--- config.mk ---
export PLATFORM = sky130hd
export DESIGN_NAME = uart_tx_arbiter
export DESIGN_NICKNAME = d
export VERILOG_FILES = /design/src/rtl/uart_tx_arbiter_pkg.sv /design/src/rtl/uart_tx_arbiter_rr_pick.sv /design/src/rtl/uart_tx_arbiter.sv
export SDC_FILE = /design/constraint.sdc
export NUM_CORES = 1
export LEC_CHECK = 0
export CAP_MARGIN = 40
export CORE_ASPECT_RATIO = 1.1
export CORE_MARGIN = 3
export CORE_UTILIZATION = 40
export DETAILED_ROUTE_END_ITERATION = 7
export HOLD_SLACK_MARGIN = 0.02
export PLACE_DENSITY_LB_ADDON = 0.25
export SYNTH_ARGS = -nofsm -noshare
export SYNTH_HDL_FRONTEND = slang
export SYNTH_SLANG_ARGS = --single-unit
--- constraint.sdc ---
create_clock -name clk -period 2.67 [get_ports clk]
set_input_delay 0.267 -clock clk [delete_from_list [all_inputs] [get_ports clk]]
set_output_delay 0.267 -clock clk [all_outputs]
set_load 0.05 [all_outputs]
--- src/rtl/uart_tx_arbiter_pkg.sv ---
// Shared types and constant helpers for the uart transmit path: state encoding,
// clog2 and the frame timing arithmetic used by the arbiter and uart controllers.
package uart_tx_arbiter_pkg;

   typedef enum logic [1:0] {
      IDLE = 2'd0,
      SEND = 2'd1,
      HOLD = 2'd2
   } arb_state_e;

   function automatic int unsigned clog2(input int unsigned value);
      int unsigned width;
      width = 0;
      while ((64'(1) << width) < 64'(value)) width++;
      return width;
   endfunction

   // Index width that never collapses to zero bits for a single requester.
   function automatic int unsigned id_width(input int unsigned req);
      return (req > 1) ? clog2(req) : 1;
   endfunction

   function automatic int unsigned clks_per_bit(input int unsigned clock_freq_hz,
                                                input int unsigned baud_rate);
      return clock_freq_hz / baud_rate;
   endfunction

   function automatic int unsigned frame_cycles(input int unsigned bit_width,
                                                input int unsigned cpb,
                                                input int unsigned guard);
      return bit_width * cpb + guard;
   endfunction

endpackage

--- src/rtl/uart_tx_arbiter_rr_pick.sv ---
// Combinational round-robin selector: first set request at or after ptr,
// wrapping modulo REQ.
module rr_pick
   import uart_tx_arbiter_pkg::*;
#(
   parameter  int unsigned REQ = 2,
   localparam int unsigned IDW = id_width(REQ)
) (
   input  logic [REQ-1:0] req,
   input  logic [IDW-1:0] ptr,
   output logic           any,
   output logic [IDW-1:0] idx
);

   logic [IDW-1:0] cand;

   always_comb begin
      any  = 1'b0;
      idx  = '0;
      cand = '0;
      for (int unsigned off = 0; off < REQ; off++) begin
         cand = IDW'((32'(ptr) + off) % REQ);
         if (!any && req[cand]) begin
            any = 1'b1;
            idx = cand;
         end
      end
   end

endmodule

--- src/rtl/uart_tx_arbiter.sv ---
// Round-robin arbiter sharing one uart transmitter between REQ byte producers;
// frames are paced by an internal timer since the uart exposes no busy flag.
module uart_tx_arbiter
   import uart_tx_arbiter_pkg::*;
#(
   parameter  int unsigned REQ           = 2,
   parameter  int unsigned BIT_WIDTH     = 11,
   parameter  int unsigned BAUD_RATE     = 230400,
   parameter  int unsigned CLOCK_FREQ_HZ = 100000000,
   parameter  int unsigned GUARD_CYCLES  = 2,
   localparam int unsigned IDW           = id_width(REQ)
) (
   input  logic             clk,
   input  logic             rst_n,
   input  logic [REQ-1:0]   req_valid,
   input  logic [8*REQ-1:0] req_data,
   output logic [REQ-1:0]   req_ack,
   output logic             send,
   output logic [7:0]       tx_data,
   output logic [IDW-1:0]   grant_id,
   output logic             busy
);

   localparam int unsigned CLKS_PER_BIT = clks_per_bit(CLOCK_FREQ_HZ, BAUD_RATE);
   localparam int unsigned FRAME_CYCLES = frame_cycles(BIT_WIDTH, CLKS_PER_BIT, GUARD_CYCLES);
   localparam int unsigned CNT_W        = clog2(FRAME_CYCLES + 1);
   localparam int unsigned SEL_W        = clog2(8 * REQ);

   arb_state_e       state_q;
   arb_state_e       state_d;
   logic [IDW-1:0]   ptr_q;
   logic [CNT_W-1:0] cnt_q;
   logic             pick_any;
   logic [IDW-1:0]   pick_idx;
   logic             take;
   logic             send_d;
   logic             busy_d;
   logic [REQ-1:0]   ack_d;
   logic [SEL_W-1:0] byte_lsb;

   rr_pick #(.REQ(REQ)) u_rr_pick (
      .req (req_valid),
      .ptr (ptr_q),
      .any (pick_any),
      .idx (pick_idx)
   );

   // Requests are only looked at in IDLE, so late deassertion cannot recapture.
   assign take     = (state_q == IDLE) && pick_any;
   assign byte_lsb = SEL_W'(32'(pick_idx) * 8);

   always_ff @(posedge clk or negedge rst_n) begin
      if (!rst_n) state_q <= IDLE;
      else        state_q <= state_d;
   end

   always_comb begin
      state_d = state_q;
      case (state_q)
         IDLE:    if (pick_any) state_d = SEND;
         SEND:    state_d = HOLD;
         HOLD:    if (cnt_q == CNT_W'(1)) state_d = IDLE;
         default: state_d = IDLE;
      endcase
   end

   // Next values of the registered outputs, derived from the upcoming state.
   always_comb begin
      send_d = (state_d == SEND);
      busy_d = (state_d != IDLE);
      ack_d  = '0;
      if (take) ack_d[pick_idx] = 1'b1;
   end

   always_ff @(posedge clk or negedge rst_n) begin
      if (!rst_n) begin
         send     <= 1'b0;
         req_ack  <= '0;
         busy     <= 1'b0;
         tx_data  <= 8'h00;
         grant_id <= '0;
         ptr_q    <= '0;
         cnt_q    <= '0;
      end else begin
         send    <= send_d;
         req_ack <= ack_d;
         busy    <= busy_d;
         if (take) begin
            tx_data  <= req_data[byte_lsb +: 8];
            grant_id <= pick_idx;
            ptr_q    <= (32'(pick_idx) == REQ - 1) ? '0 : pick_idx + IDW'(1);
            cnt_q    <= CNT_W'(FRAME_CYCLES);
         end else if (state_q == HOLD) begin
            cnt_q <= cnt_q - CNT_W'(1);
         end
      end
   end

endmodule

======== After elaboration in Yosys (flattened, before gate mapping) ========
Index checks and enable logic that the tools add are counted.
cells by class
  $add $sub $neg .......................... 3
  multiply operators ...................... 0
  divide/modulo/power cells ............... 0
  magnitude comparators ................... 4
  eq/ne operators ......................... 4
  shifts and indexed selects .............. 1
  muxes and demuxes ....................... 17
  bitwise gates (word level) .............. 0
  reductions and logical operators ........ 7
operators by type and width
  operator               number
  $mux 13                2
  $shiftx 16x5->8        1
  $eq 13x1->1 const B    1
  $sub 13x1->13 const B  1
  $mux 1                 10
  $lt 1x2->1 const B     3
  $mux 2                 3
  $pmux 2 s3             1
  $eq 2x1->1 const B     2
  $reduce_bool 2->1      2
  $logic_and 1x1->1      3
  $add 1x1->1 const B    2
  $eq 2x2->1 const B     1
  $logic_not 2->1        1
  $demux 1 s1            1
  $ge 1x1->1 const B     1
  $logic_not 1->1        1
storage, ports and cells
  flip-flop bits (word level) ............. 29
  bits in latches ......................... 0
  memory bits (writable) .................. 0
  bits in read-only memories .............. 0
  bits of input ports ..................... 20
  word-level logic and storage cells ...... 44
  memories ................................ 0

======== Longest topological paths before layout ========
  depth in word-level cells ............... 11
  depth in mapped cells ................... 5

======== By module ========
A second synthesis with hierarchy kept.
second synthesis, totals
  cell total of the unflattened synthesis .. 128
  area, all modules ....................... 1355.0 µm²
modules (own cells, without submodules)
  module           times used  cells each  area each (µm²)
  uart_tx_arbiter  1           125         1337.5
  rr_pick          1           3           17.5

======== Worst setup path after synthesis ========
No wires, ideal clock.
  kind .................................... reg2reg
  from .................................... reg cnt_q[1]
  to ...................................... reg busy
  library setup time ...................... 0.143 ns
  arrival time ............................ 1.619 ns
  data required time ...................... 2.527 ns
  setup slack ............................. 0.909 ns
  stages on the path, launching flop included .. 6
  path buffers ............................ 0
  clock period less this slack ............ 1.761 ns
  cell sequence ........................... dfrtp_1 -> inv_1 -> ha_1 -> or4b_2 -> o311ai_0 -> nand3_1
between the ends
  cells in the longest elaborated chain, start to end .. 4
RTL lines
  what                    RTL line               RTL
  from (decl)             uart_tx_arbiter.sv:32  logic [CNT_W-1:0] cnt_q;
  from (signal assigned)  uart_tx_arbiter.sv:92  cnt_q <= CNT_W'(FRAME_CYCLES);
  from (signal assigned)  uart_tx_arbiter.sv:94  cnt_q <= cnt_q - CNT_W'(1);
  $eq 13x1->1             uart_tx_arbiter.sv:62  HOLD: if (cnt_q == CNT_W'(1)) state_d = IDLE;
  $mux 2                  uart_tx_arbiter.sv:62
  $pmux 2 s3              uart_tx_arbiter.sv:59  case (state_q)
  $reduce_bool 2->1       uart_tx_arbiter.sv:70  busy_d = (state_d != IDLE);
  via busy_d              uart_tx_arbiter.sv:37  logic busy_d;
  to (signal assigned)    uart_tx_arbiter.sv:87  busy <= busy_d;
  to (decl)               uart_tx_arbiter.sv:21  output logic busy
The timed path passes the listed nets, and every way through them passes these cells.
A chain may end at the register's enable or synchronous reset.

======== Worst setup path in the final report ========
Same ends and word-level chain as after synthesis.

==> summary.md <==
| Metric | Value |
|---|---|
| Setup Viol. Count Final | `0` |
| Setup Fix Bufs, Post-CTS | `0` |
| Layout cells sized above 1 | `0.119` |
| TNS Setup | `0 ps` |
| Synth cell types | `34` |
| CTS tree | `yes` |
| EDFF count, synth | `0` |
| Tot GR Track Use | `0.163` |
| Clock-pin slew on the worst setup and hold paths | `around 90 ps` |
| Total gr overflow | `0` |
| CTS max path bufs | `2` |
| Flops & latches, synth | `29` |
| Placed cell count | `200` |
| First-pass GRT wire length | `5.35 mm` |
| Post-DP HPWL | `2.24 mm` |
| DIE WIDTH | `approximately 63 um` |
| Routed len/inst | `approximately 15 um` |
| Power density cells | `1110 nW/um2` |
| Buffers on Ports | `32` |
| Crit. End Element | `flip-flop` |
| Largest net degree at the start of global routing | `30` |
| Final min period | `around 1900 ps` |
| Max Cap Viol | `0` |
| Final hold viol count | `0` |
| Delay-heaviest family, CP | `simple AND/OR/NAND/NOR gates` |
| WP data required | `around 2900 ps` |
| Clk_skew | `8.84 ps` |
| Status | `finished, final reports clean` |
| Worst path bufs/invs | `1` |
| Antenna cells | `0` |
| Worst EP arrival | `roughly 2100 ps` |
| RSZ-0062 raised after global routing | `false` |
| Mapped Cells | `~130` |
| Fill count | `320` |
| Htree depth | `2` |
| Routed via count | `1108` |
| Final slew viol count | `0` |
| Sequential share of the synthesized area | `0.510` |
| Core ar. | `3390 um2` |
| Vias in the first global route | `1146` |
| Fmax | `approximately 530 MHz` |
| I/O pins | `33` |
| Most used DFF post-synth | `dfrtp_1` |
| Drc violations | `0` |
| Worst-Margin Slew | `511 ps` |
| Final RePlAce weighted congestion | `roughly 0.76` |
| Ys async rst share | `1.00` |
| Yosys Warn Count | `0` |
| TritonCTS Buffers | `5` |
| Normalized max-slew margin | `0.658` |
| Initial DRC Count | `21` |
| Rows | `22` |
| Clk_lat worst skew | `between 300 and 400 ps` |
| Clock root buffer | `clkbuf_4` |
| Maximum fanout along the worst path | `3` |
| CP cell instances | `inv_1, ha_1, or4b_2, o311ai_0, nand3_1` |
| Initial DRT Pass Iterations | `4` |
| Syn Nets | `147` |
| Layout Area Growth over Synthesis | `29.3%` |
| Finished Layout Cells | `between 200 and 250` |
| Slowest CP cell | `or4b_2` |
| CP Launch Type | `flip-flop` |
| Slowest stage delay, CP | `roughly 570 ps` |
| Die area | `4310 um2` |
| Max IR drop VDD | `around 0.63 mV` |
| Period utilization | `0.704` |
| Cts repair resizes | `0` |
| Avg Cell Area, Syn | `~11 um2` |
| Die extent in y | `between 60 and 70 um` |
| Critical path class | `reg2reg` |
| LEAKAGE | `~0.78 nW` |
| Initial Util | `0.420` |
| Initial antenna violation count | `0` |
| Layout net count | `around 180` |
| Post-Route WL | `3.02 mm` |
| Routed Antenna Nets | `0` |
| Reg2reg setup slack | `just under 800 ps` |
| Worst Hold Class | `in2async` |
| Vias per cell | `around 5.4` |
| CTS Sinks | `29` |
| Syn Std Cell Area | `about 1400 um2` |
| CTS Hold Bufs | `0` |
## synth_stat cells (2+ instances only)
library cell / n / area [um2]
dfrtp_1: 29 / 726
a21boi_0: 10 / 75.1
a221o_1: 8 / 80.1
clkbuf_1: 6 / 22.5
inv_1: 6 / 22.5
mux2i_1: 6 / 60.1
a21oi_1: 5 / 25.0
o21ai_0: 5 / 25.0
a21o_1: 4 / 30.0
nand2_1: 4 / 15.0
nor2_1: 4 / 15.0
or2_2: 4 / 25.0
or4_1: 4 / 30.0
o31ai_1: 3 / 22.5
and3_1: 2 / 12.5
ha_1: 2 / 25.0
nand3_1: 2 / 10.0
nor4_1: 2 / 12.5
o211ai_1: 2 / 15.0
or3_1: 2 / 12.5
or4_4: 2 / 22.5
## routing by layer
layer,part of all wire,routed length [um],GRT usage
met1,0.44,1330,0.206
met2,0.49,1470,0.262
met3,0.055,167,0.0470
met4,0.018,54,0.0744
met5,0,0,0
## registers in the layout, indices dropped and copies added (netlist names)
register,cells
send,1
grant_id,1
state_q,2
req_ack,2
cnt_q,13
busy,1
ptr_q,1
tx_data,8
## logic make-up (layout without fill, tap and decap cells)
group,count (synthesis),count (layout),synth area share
AO/OA/AOI/OAI,39,39,0.202
XOR/XNOR,1,1,0.00616
adder cells (fa/ha/maj),2,2,0.0176
buffers and inverters,13,47,0.0396
flip-flops,29,29,0.510
multiplexers,6,6,0.0422
AND/OR/NAND/NOR,35,35,0.182
## cell type report
type | count | area [um2] | area share
Multi-Input combinational cell | 83 | 641 | 0.348
Clock buffer | 7 | 55.1 | 0.0299
Sequential cell | 29 | 726 | 0.395
Tap cell | 48 | 60.1 | 0.0327
Inverter | 6 | 22.5 | 0.0122
Timing Repair Buffer | 34 | 335 | 0.182
## metrics by stage
step | hold WS, ps | setup slack (ps) | instance area, um2 | utilization | power [mW]
2_1_floorplan | -28.6 | 909 | 1420 | - | 1.44
3_3_place_gp | 469 | 845 | 1780 | 0.527 | 1.77
3_5_place_dp | 468 | 802 | 1780 | 0.527 | 1.78
4_1_cts | 315 | 767 | 1840 | 0.543 | 2.06
5_1_grt | 340 | 628 | 1840 | 0.543 | 2.18
6_report | 305 | 791 | 1840 | 0.543 | 2.04
## final timing paths
path                           from  depth (start not counted)         end
hold reg to reg            grant_id                          1    grant_id
min in group clk           grant_id                          1    grant_id
setup / recovery           cnt_q[1]                          5        busy
max in group asynchronous     rst_n                          2        send
setup reg to reg           cnt_q[1]                          5        busy
hold / removal                rst_n                          2  state_q[0]
## cells in the final DEF, fill, tap and decap left out, types with 5 or more instances in the layout
| master | Yosys | final |
|---|---|---|
| a21boi_0 | 10 | 10 |
| a221o_1 | 8 | 8 |
| a21oi_1 | 5 | 5 |
| inv_1 | 6 | 6 |
| o21ai_0 | 5 | 5 |
| mux2i_1 | 6 | 6 |
| clkbuf_4 | 0 | 5 |
| clkdlybuf4s50_1 | 0 | 32 |
| dfrtp_1 | 29 | 29 |
## power breakdown
group	internal, mW	switching, mW	total [mW]
sequential	0.591	0.112	0.703
combinational	0.400	0.667	1.07
clock	0.124	0.147	0.271
Power figures use the tool's default switching activity.
